File: config.mk
export PLATFORM = sky130hd
export DESIGN_NAME = kmeans_centroid_update_k2_d4
export DESIGN_NICKNAME = d
export VERILOG_FILES = /design/src/rtl/kmeans_pkg.sv /design/src/rtl/kmeans_seq_divider.sv /design/src/rtl/kmeans_centroid_update_k2_d4.sv
export SDC_FILE = /design/constraint.sdc
export NUM_CORES = 2
export LEC_CHECK = 0
export CAP_MARGIN = 20
export CORE_ASPECT_RATIO = 1.5
export CORE_MARGIN = 2
export CORE_UTILIZATION = 30
export DETAILED_ROUTE_END_ITERATION = 10
export PLACE_DENSITY = 0.45
export SLEW_MARGIN = 20
export SYNTH_ARGS = -nofsm -noshare
export SYNTH_HDL_FRONTEND = slang
export SYNTH_SLANG_ARGS = --single-unit
File: constraint.sdc
create_clock -name clk -period 6.7 [get_ports clk]
set_input_delay 2.01 -clock clk [delete_from_list [all_inputs] [get_ports clk]]
set_output_delay 2.01 -clock clk [all_outputs]
set_load 0.02 [all_outputs]
File: src/rtl/kmeans_pkg.sv
// Shared constants, state encoding and element packing for the k=2, d=4
// centroid update block.
package kmeans_pkg;

  localparam int K  = 2;
  localparam int D  = 4;
  localparam int NE = K * D;

  typedef enum logic [1:0] {
    ACCUM   = 2'd0,
    DIVIDE  = 2'd1,
    PUBLISH = 2'd2
  } state_e;

  // Flat position of centroid k, dimension dd in the packed centroid vectors.
  function automatic int elem_idx(input int k, input int dd);
    return k * D + dd;
  endfunction

endpackage

File: src/rtl/kmeans_seq_divider.sv
// Restoring unsigned divider: one quotient bit per cycle, W cycles after the
// start cycle. done_o and quot_o are valid together in the final iteration.
module kmeans_seq_divider #(
  parameter int W  = 32,
  parameter int QW = 16
) (
  input  logic          clk,
  input  logic          rst,
  input  logic          start_i,
  input  logic [W-1:0]  dividend_i,
  input  logic [W-1:0]  divisor_i,
  output logic          done_o,
  output logic [QW-1:0] quot_o
);

  localparam int CW = $clog2(W + 1);

  logic          busy_q;
  logic [CW-1:0] cnt_q;
  logic [W-1:0]  rem_q, quo_q, dvs_q;
  logic [W:0]    rem_sh, diff;
  logic [W-1:0]  rem_nx, quo_nx;

  // Bit W of the trial difference is the borrow: set means the divisor didn't fit.
  always_comb begin
    rem_sh = {rem_q, quo_q[W-1]};
    diff   = rem_sh - {1'b0, dvs_q};
    rem_nx = rem_sh[W-1:0];
    quo_nx = {quo_q[W-2:0], 1'b0};
    if (!diff[W]) begin
      rem_nx = diff[W-1:0];
      quo_nx = {quo_q[W-2:0], 1'b1};
    end
  end

  always_ff @(posedge clk) begin
    if (rst) begin
      busy_q <= 1'b0;
      cnt_q  <= '0;
      rem_q  <= '0;
      quo_q  <= '0;
      dvs_q  <= '0;
    end else if (start_i) begin
      busy_q <= 1'b1;
      cnt_q  <= CW'(W);
      rem_q  <= '0;
      quo_q  <= dividend_i;
      dvs_q  <= divisor_i;
    end else if (busy_q) begin
      rem_q <= rem_nx;
      quo_q <= quo_nx;
      cnt_q <= cnt_q - CW'(1);
      if (cnt_q == CW'(1)) busy_q <= 1'b0;
    end
  end

  assign done_o = busy_q && (cnt_q == CW'(1));
  assign quot_o = quo_nx[QW-1:0];

endmodule

File: src/rtl/kmeans_centroid_update_k2_d4.sv
// k-means centroid update (k=2, d=4): accumulates classified points, then
// divides sums by counts serially and publishes. KMEANS_UPDATE_ROUND_EN selects round-half-up means.
module kmeans_centroid_update_k2_d4
  import kmeans_pkg::*;
#(
  parameter int input_data_width  = 16,
  parameter int centroid_id_width = 1,
  parameter int count_width       = 16
) (
  input  logic                          clk,
  input  logic                          rst,
  input  logic                          in_valid,
  output logic                          in_ready,
  input  logic                          in_last,
  input  logic [4*input_data_width-1:0] in_data,
  input  logic [centroid_id_width-1:0]  in_centroid,
  input  logic                          init_load,
  input  logic [8*input_data_width-1:0] centroid_init,
  output logic [8*input_data_width-1:0] centroid_out,
  output logic                          out_valid,
  output logic                          out_changed,
  output logic                          overflow
);

  localparam int sum_width = input_data_width + count_width;
`ifdef KMEANS_UPDATE_ROUND_EN
  localparam int DW = sum_width + 1;
`else
  localparam int DW = sum_width;
`endif

  state_e state_q, state_d;
  logic [2:0] elem_q, elem_d;
  logic       started_q, started_d;
  logic       ovf_q, ovf_d;
  logic       adv;

  logic [K-1:0][D-1:0][input_data_width-1:0] cen_q, cen_d, shd_q, shd_d;
  logic [K-1:0][D-1:0][sum_width-1:0]        sum_q, sum_d;
  logic [K-1:0][count_width-1:0]             cnt_q, cnt_d;

  logic                        k_in, k_e;
  logic [1:0]                  dd_e;
  logic                        div_start, div_done;
  logic [DW-1:0]               dvd, dvs;
  logic [input_data_width-1:0] quot;

  assign k_in = in_centroid[0];
  assign k_e  = elem_q[2];
  assign dd_e = elem_q[1:0];
  assign dvs  = DW'(cnt_q[k_e]);
`ifdef KMEANS_UPDATE_ROUND_EN
  assign dvd  = DW'(sum_q[k_e][dd_e]) + DW'(cnt_q[k_e] >> 1);
`else
  assign dvd  = sum_q[k_e][dd_e];
`endif

  kmeans_seq_divider #(.W(DW), .QW(input_data_width)) u_div (
    .clk       (clk),
    .rst       (rst),
    .start_i   (div_start),
    .dividend_i(dvd),
    .divisor_i (dvs),
    .done_o    (div_done),
    .quot_o    (quot)
  );

  always_comb begin
    state_d   = state_q;
    elem_d    = elem_q;
    started_d = started_q;
    ovf_d     = ovf_q;
    cen_d     = cen_q;
    shd_d     = shd_q;
    sum_d     = sum_q;
    cnt_d     = cnt_q;
    in_ready  = 1'b0;
    div_start = 1'b0;
    adv       = 1'b0;
    case (state_q)
      ACCUM: begin
        in_ready = !init_load;
        if (init_load) begin
          cen_d = centroid_init;
          sum_d = '0;
          cnt_d = '0;
          ovf_d = 1'b0;
        end else if (in_valid) begin
          // A saturated counter drops the point but still honours in_last.
          if (&cnt_q[k_in]) begin
            ovf_d = 1'b1;
          end else begin
            for (int dd = 0; dd < D; dd++)
              sum_d[k_in][dd] = sum_q[k_in][dd] +
                                sum_width'(in_data[dd*input_data_width +: input_data_width]);
            cnt_d[k_in] = cnt_q[k_in] + count_width'(1);
          end
          if (in_last) begin
            state_d   = DIVIDE;
            elem_d    = '0;
            started_d = 1'b0;
          end
        end
      end
      DIVIDE: begin
        if (cnt_q[k_e] == '0) begin
          shd_d[k_e][dd_e] = cen_q[k_e][dd_e];
          adv              = 1'b1;
        end else if (!started_q) begin
          div_start = 1'b1;
          started_d = 1'b1;
        end else if (div_done) begin
          shd_d[k_e][dd_e] = quot;
          started_d        = 1'b0;
          adv              = 1'b1;
        end
        if (adv) begin
          if (elem_q == 3'(NE - 1)) state_d = PUBLISH;
          else                      elem_d  = elem_q + 3'd1;
        end
      end
      PUBLISH: begin
        cen_d   = shd_q;
        sum_d   = '0;
        cnt_d   = '0;
        ovf_d   = 1'b0;
        state_d = ACCUM;
      end
      default: state_d = ACCUM;
    endcase
  end

  always_ff @(posedge clk) begin
    if (rst) begin
      state_q   <= ACCUM;
      elem_q    <= '0;
      started_q <= 1'b0;
      ovf_q     <= 1'b0;
      cen_q     <= '0;
      shd_q     <= '0;
      sum_q     <= '0;
      cnt_q     <= '0;
    end else begin
      state_q   <= state_d;
      elem_q    <= elem_d;
      started_q <= started_d;
      ovf_q     <= ovf_d;
      cen_q     <= cen_d;
      shd_q     <= shd_d;
      sum_q     <= sum_d;
      cnt_q     <= cnt_d;
    end
  end

  for (genvar k = 0; k < K; k++) begin : g_k
    for (genvar dd = 0; dd < D; dd++) begin : g_d
      assign centroid_out[elem_idx(k, dd)*input_data_width +: input_data_width] = cen_q[k][dd];
    end
  end

  assign out_valid   = (state_q == PUBLISH);
  assign out_changed = out_valid && (shd_q != cen_q);
  assign overflow    = ovf_q;

endmodule

==> run_results.csv <==
group,metric,value,unit
status,outcome,"finished, final reports clean",
synthesis,synth_flop_cell,"sky130_fd_sc_hd__dfxtp_1",
synthesis,postSynthNetCount,4482,
sta,slew_viol_final,0,
synthesis,syn_area_per_cell,8.48,µm²
clock_tree,cts-htree-levels,3,
clock_tree,cts_inserted_buffers,71,
floorplan,top_ports,330,
placed_design,dpl_wire_length,110000,µm
clock_tree,clk_path_buf_depth,3,
hold_path,min-delay-path-class,"flop to flop",
routing,postRouteWirelength,150000,µm
setup_path,worstSetupEndpointType,"output pin",
routing,antenna_violation_net_count_after_detailed_routing,0,
final_layout,layout.cells.most_common_list,"807 x sky130_fd_sc_hd__nand2_1, 634 x sky130_fd_sc_hd__dfxtp_1, 327 x sky130_fd_sc_hd__clkdlybuf4s50_1, 274 x sky130_fd_sc_hd__nor2_1, 256 x sky130_fd_sc_hd__a21oi_1",
final_layout,syn2layout_area_growth,19.6,%
clock_tree,post_cts_resized,0,
routing,drt-pass1-iter-count,5,
setup_path,crit_start,"init_load",
global_route,grt_first_pass_wirelength,219000,µm
synthesis,number_of_flip_flops_and_latches_in_the_synthesized_netlist,638,
synthesis,post_synth_inst_count,4190,
clock_tree,cts.repair_timing.setup_buffer_count,0,
setup_path,critical_path.most_common_cell,"sky130_fd_sc_hd__clkdlybuf4s50_1",
clock_tree,number_of_buffers_added_to_fix_hold_violations_after_cts,0,
setup_path,critical_path.max_fanout,5,
sta,fin_worst_hold_slack,0.468,ns
sta,setup_viol_count_final,0,
synthesis,synth_area,0.0355,mm²
synthesis,synthArstFlopShare,0,%
setup_path,timing.rr.end,"u_div.quo_q[31]",
routing,routed_wire_length_per_instance,25.2,µm
floorplan,rows,154,
synthesis,synth_warnings,0,
global_route,via_count_of_the_first_global_routing_pass,31500,
power,cellPowerDensity,226,mW/mm²
setup_path,arrival,3.93,ns
sta,layout_worst_path_cycle_share,88.6,%
setup_path,worstSetupPathDepth,3,
setup_path,timing.reg2reg.setup_slack,2.50,ns
clock_tree,clkLatencyLatePin,0.66,ns
power,power.static_leakage,15.7,nW
synthesis,synth.yosys.seq_area_share,36.0,%
setup_path,r2r_cells,7,
final_layout,num-nets-final,4649,
final_layout,antennaDiodeCount,0,
sta,finalHoldViolations,0,
setup_path,cp-start-kind,"input port",
setup_path,worstPathCellList,"clkdlybuf4s50_1 > nor3_1 > clkdlybuf4s50_1",
synthesis,synth_edf_count,0,
sta,setup_repair_after_global_routing_missed_its_margin,"no",
setup_path,crit-reg2reg-launch,"elem_q[2]",
clock_tree,ctsRootBufferMaster,"sky130_fd_sc_hd__clkbuf_16",
sta,worst_pin_slew,1.16,ns
sta,clock.fmax,168,MHz
power,vdd_drop_max,164,µV
synthesis,synth.top_cell.area_share,36.0,%
setup_path,cpMaxStageDelayCell,"sky130_fd_sc_hd__clkdlybuf4s50_1",
sta,min_period,5.94,ns
final_layout,post_route_cells_drive_above_1_share,9.28,%
global_route,overflow,0,
global_route,maximum_number_of_pins_on_one_net_before_global_route_repair,211,
sta,fin_skew,0.0280,ns
setup_path,worst_path_dominant_cell_family,"buffers and inverters",
clock_tree,clkSlewWorstSetupHoldPaths,0.06,ns
global_route,grt_util_all_layers,24.1,%
run,maxCapViolCount,0,
global_route,antenna_found_initial,2,
setup_path,classification_of_the_worst_setup_path,"input port to output pin",
floorplan,start_util,30.2,%
synthesis,yosysTopAreaCell,"sky130_fd_sc_hd__dfxtp_1",
placed_design,post-place-cells,5844,
setup_path,critical_path_required,4.69,ns
final_layout,final_common_cell,"sky130_fd_sc_hd__nand2_1",
placed_design,io_buffers,329,
floorplan,die_y,425,µm
setup_path,critical_path_buf_inv_count,2,
routing,num_vias,32700,
synthesis,synth.top_cells.by_area,"sky130_fd_sc_hd__dfxtp_1 36%, sky130_fd_sc_hd__nand2_1 8.5%, sky130_fd_sc_hd__mux4_2 6.1%",
floorplan,core_region_area,0.118,mm²
final_layout,layout.core_utilization,36.2,%
placed_design,gpl.final_weighted_congestion,0.943,
routing,avgViaCountPerCell,5.49,
floorplan,die-area,0.121,mm²
setup_path,timing.critical_path.to,"in_ready",
synthesis,synthDistinctLibCells,90,
clock_tree,clock_sinks,638,
setup_path,worst_path_largest_cell_delay,0.74,ns
clock_tree,clock_tree_from_tritoncts,"built",
floorplan,die_width,285,µm
final_layout,fin_cells,5967,
sta,fin_tns_setup,0,ns
sta,slew_headroom,22.4,%
routing,drc_errors,0,
routing,detailedRoute.firstIterationViolations,2424,
## area by class of cell
| class | count | area, µm² |
|---|---|---|
| Timing Repair Buffer | 387 | 3840 |
| Sequential cell | 638 | 12800 |
| Multi-Input combinational cell | 3183 | 21300 |
| Clock buffer | 101 | 2080 |
| Clock inverter | 22 | 287 |
| Fill cell | 12100 | 75000 |
| Inverter | 76 | 288 |
| Tap cell | 1560 | 1950 |
## per-layer routing
layer / routed length, µm / global-route usage, % / part of all wire (%) / up-vias
met5: 10 / 0 / 0.0067 / -
met4: 9970 / 15.0 / 6.6 / 2
met3: 6780 / 2.53 / 4.5 / 241
met2: 76500 / 43.6 / 51 / 998
met1: 56900 / 27.0 / 38 / 15900
li1: - / - / - / 15600
## synthesized netlist by cell type, types with 24 or more instances
master,count
sky130_fd_sc_hd__nand2_1,808
sky130_fd_sc_hd__nand2b_1,27
sky130_fd_sc_hd__mux2i_1,58
sky130_fd_sc_hd__a21oi_1,256
sky130_fd_sc_hd__nor3_1,36
sky130_fd_sc_hd__ha_1,89
sky130_fd_sc_hd__a21o_1,47
sky130_fd_sc_hd__and3_1,24
sky130_fd_sc_hd__inv_1,74
sky130_fd_sc_hd__a31oi_1,81
sky130_fd_sc_hd__xnor2_1,46
sky130_fd_sc_hd__mux2_2,76
sky130_fd_sc_hd__a311oi_1,160
sky130_fd_sc_hd__clkbuf_1,170
sky130_fd_sc_hd__buf_2,91
sky130_fd_sc_hd__dfxtp_1,638
sky130_fd_sc_hd__o21ai_0,201
sky130_fd_sc_hd__nor4_1,49
sky130_fd_sc_hd__a211oi_1,68
sky130_fd_sc_hd__nand3_1,102
sky130_fd_sc_hd__o31ai_1,43
sky130_fd_sc_hd__or3_1,24
sky130_fd_sc_hd__mux4_2,96
sky130_fd_sc_hd__xor2_1,174
sky130_fd_sc_hd__nor2_1,277
sky130_fd_sc_hd__a22o_1,143
sky130_fd_sc_hd__nand4_1,32
sky130_fd_sc_hd__nor2b_1,46
## metrics by stage
step	power [mW]	instance area, µm²	worst slack [ns]
floorplan	4.85	35500	0.816
global placement	5.55	40100	0.770
detailed placement	5.55	40100	0.751
CTS	9.71	42500	0.827
global route	9.94	42500	0.794
finish	9.61	42500	0.765
## worst register-to-register path, stage by stage (launching register included)
cell,delay (ns)
sky130_fd_sc_hd__dfxtp_4,0.69
sky130_fd_sc_hd__clkinv_1,0.49
sky130_fd_sc_hd__mux2i_4,0.33
sky130_fd_sc_hd__buf_4,0.27
sky130_fd_sc_hd__nor3_2,0.37
sky130_fd_sc_hd__buf_4,0.82
sky130_fd_sc_hd__a211oi_1,0.18
sky130_fd_sc_hd__a311oi_1,0.81
## worst min path at each step
stage,startpoint,end,slack [ns],cells after the start
6_report,sum_q[223],sum_q[223],0.47,1
5_1_grt,sum_q[223],sum_q[223],0.49,1
4_1_cts,sum_q[223],sum_q[223],0.47,1
3_5_place_dp,sum_q[223],sum_q[223],0.46,1
3_3_place_gp,sum_q[159],sum_q[159],0.45,2
2_1_floorplan,sum_q[255],sum_q[255],0.43,1
## power breakdown
part	leakage, nW	internal, mW	switching (mW)
Combinational	9.36	0.562	0.855
Sequential	5.18	3.89	0.158
Clock	1.16	2.40	1.75
## logic make-up after synthesis
kind of cell / share of synthesized area, %
flops: 36.0
xor+xnor: 5.42
mux: 10.2
fa+ha+maj: 3.42
buf+inv: 4.57
simple gates: 18.5
compound gates: 21.9
## sequential cells by signal, summed over array words and instances (netlist names)
register	flops
sum_q	256
centroid_out	128
shd_q	128
cnt_q	32
u_div.quo_q	32
u_div.rem_q	32
u_div.dvs_q	16
u_div.cnt_q	6
elem_q	3
state_q	2
overflow	1
started_q	1
u_div.busy_q	1
Note: power is estimated with default switching activity, not from simulation.
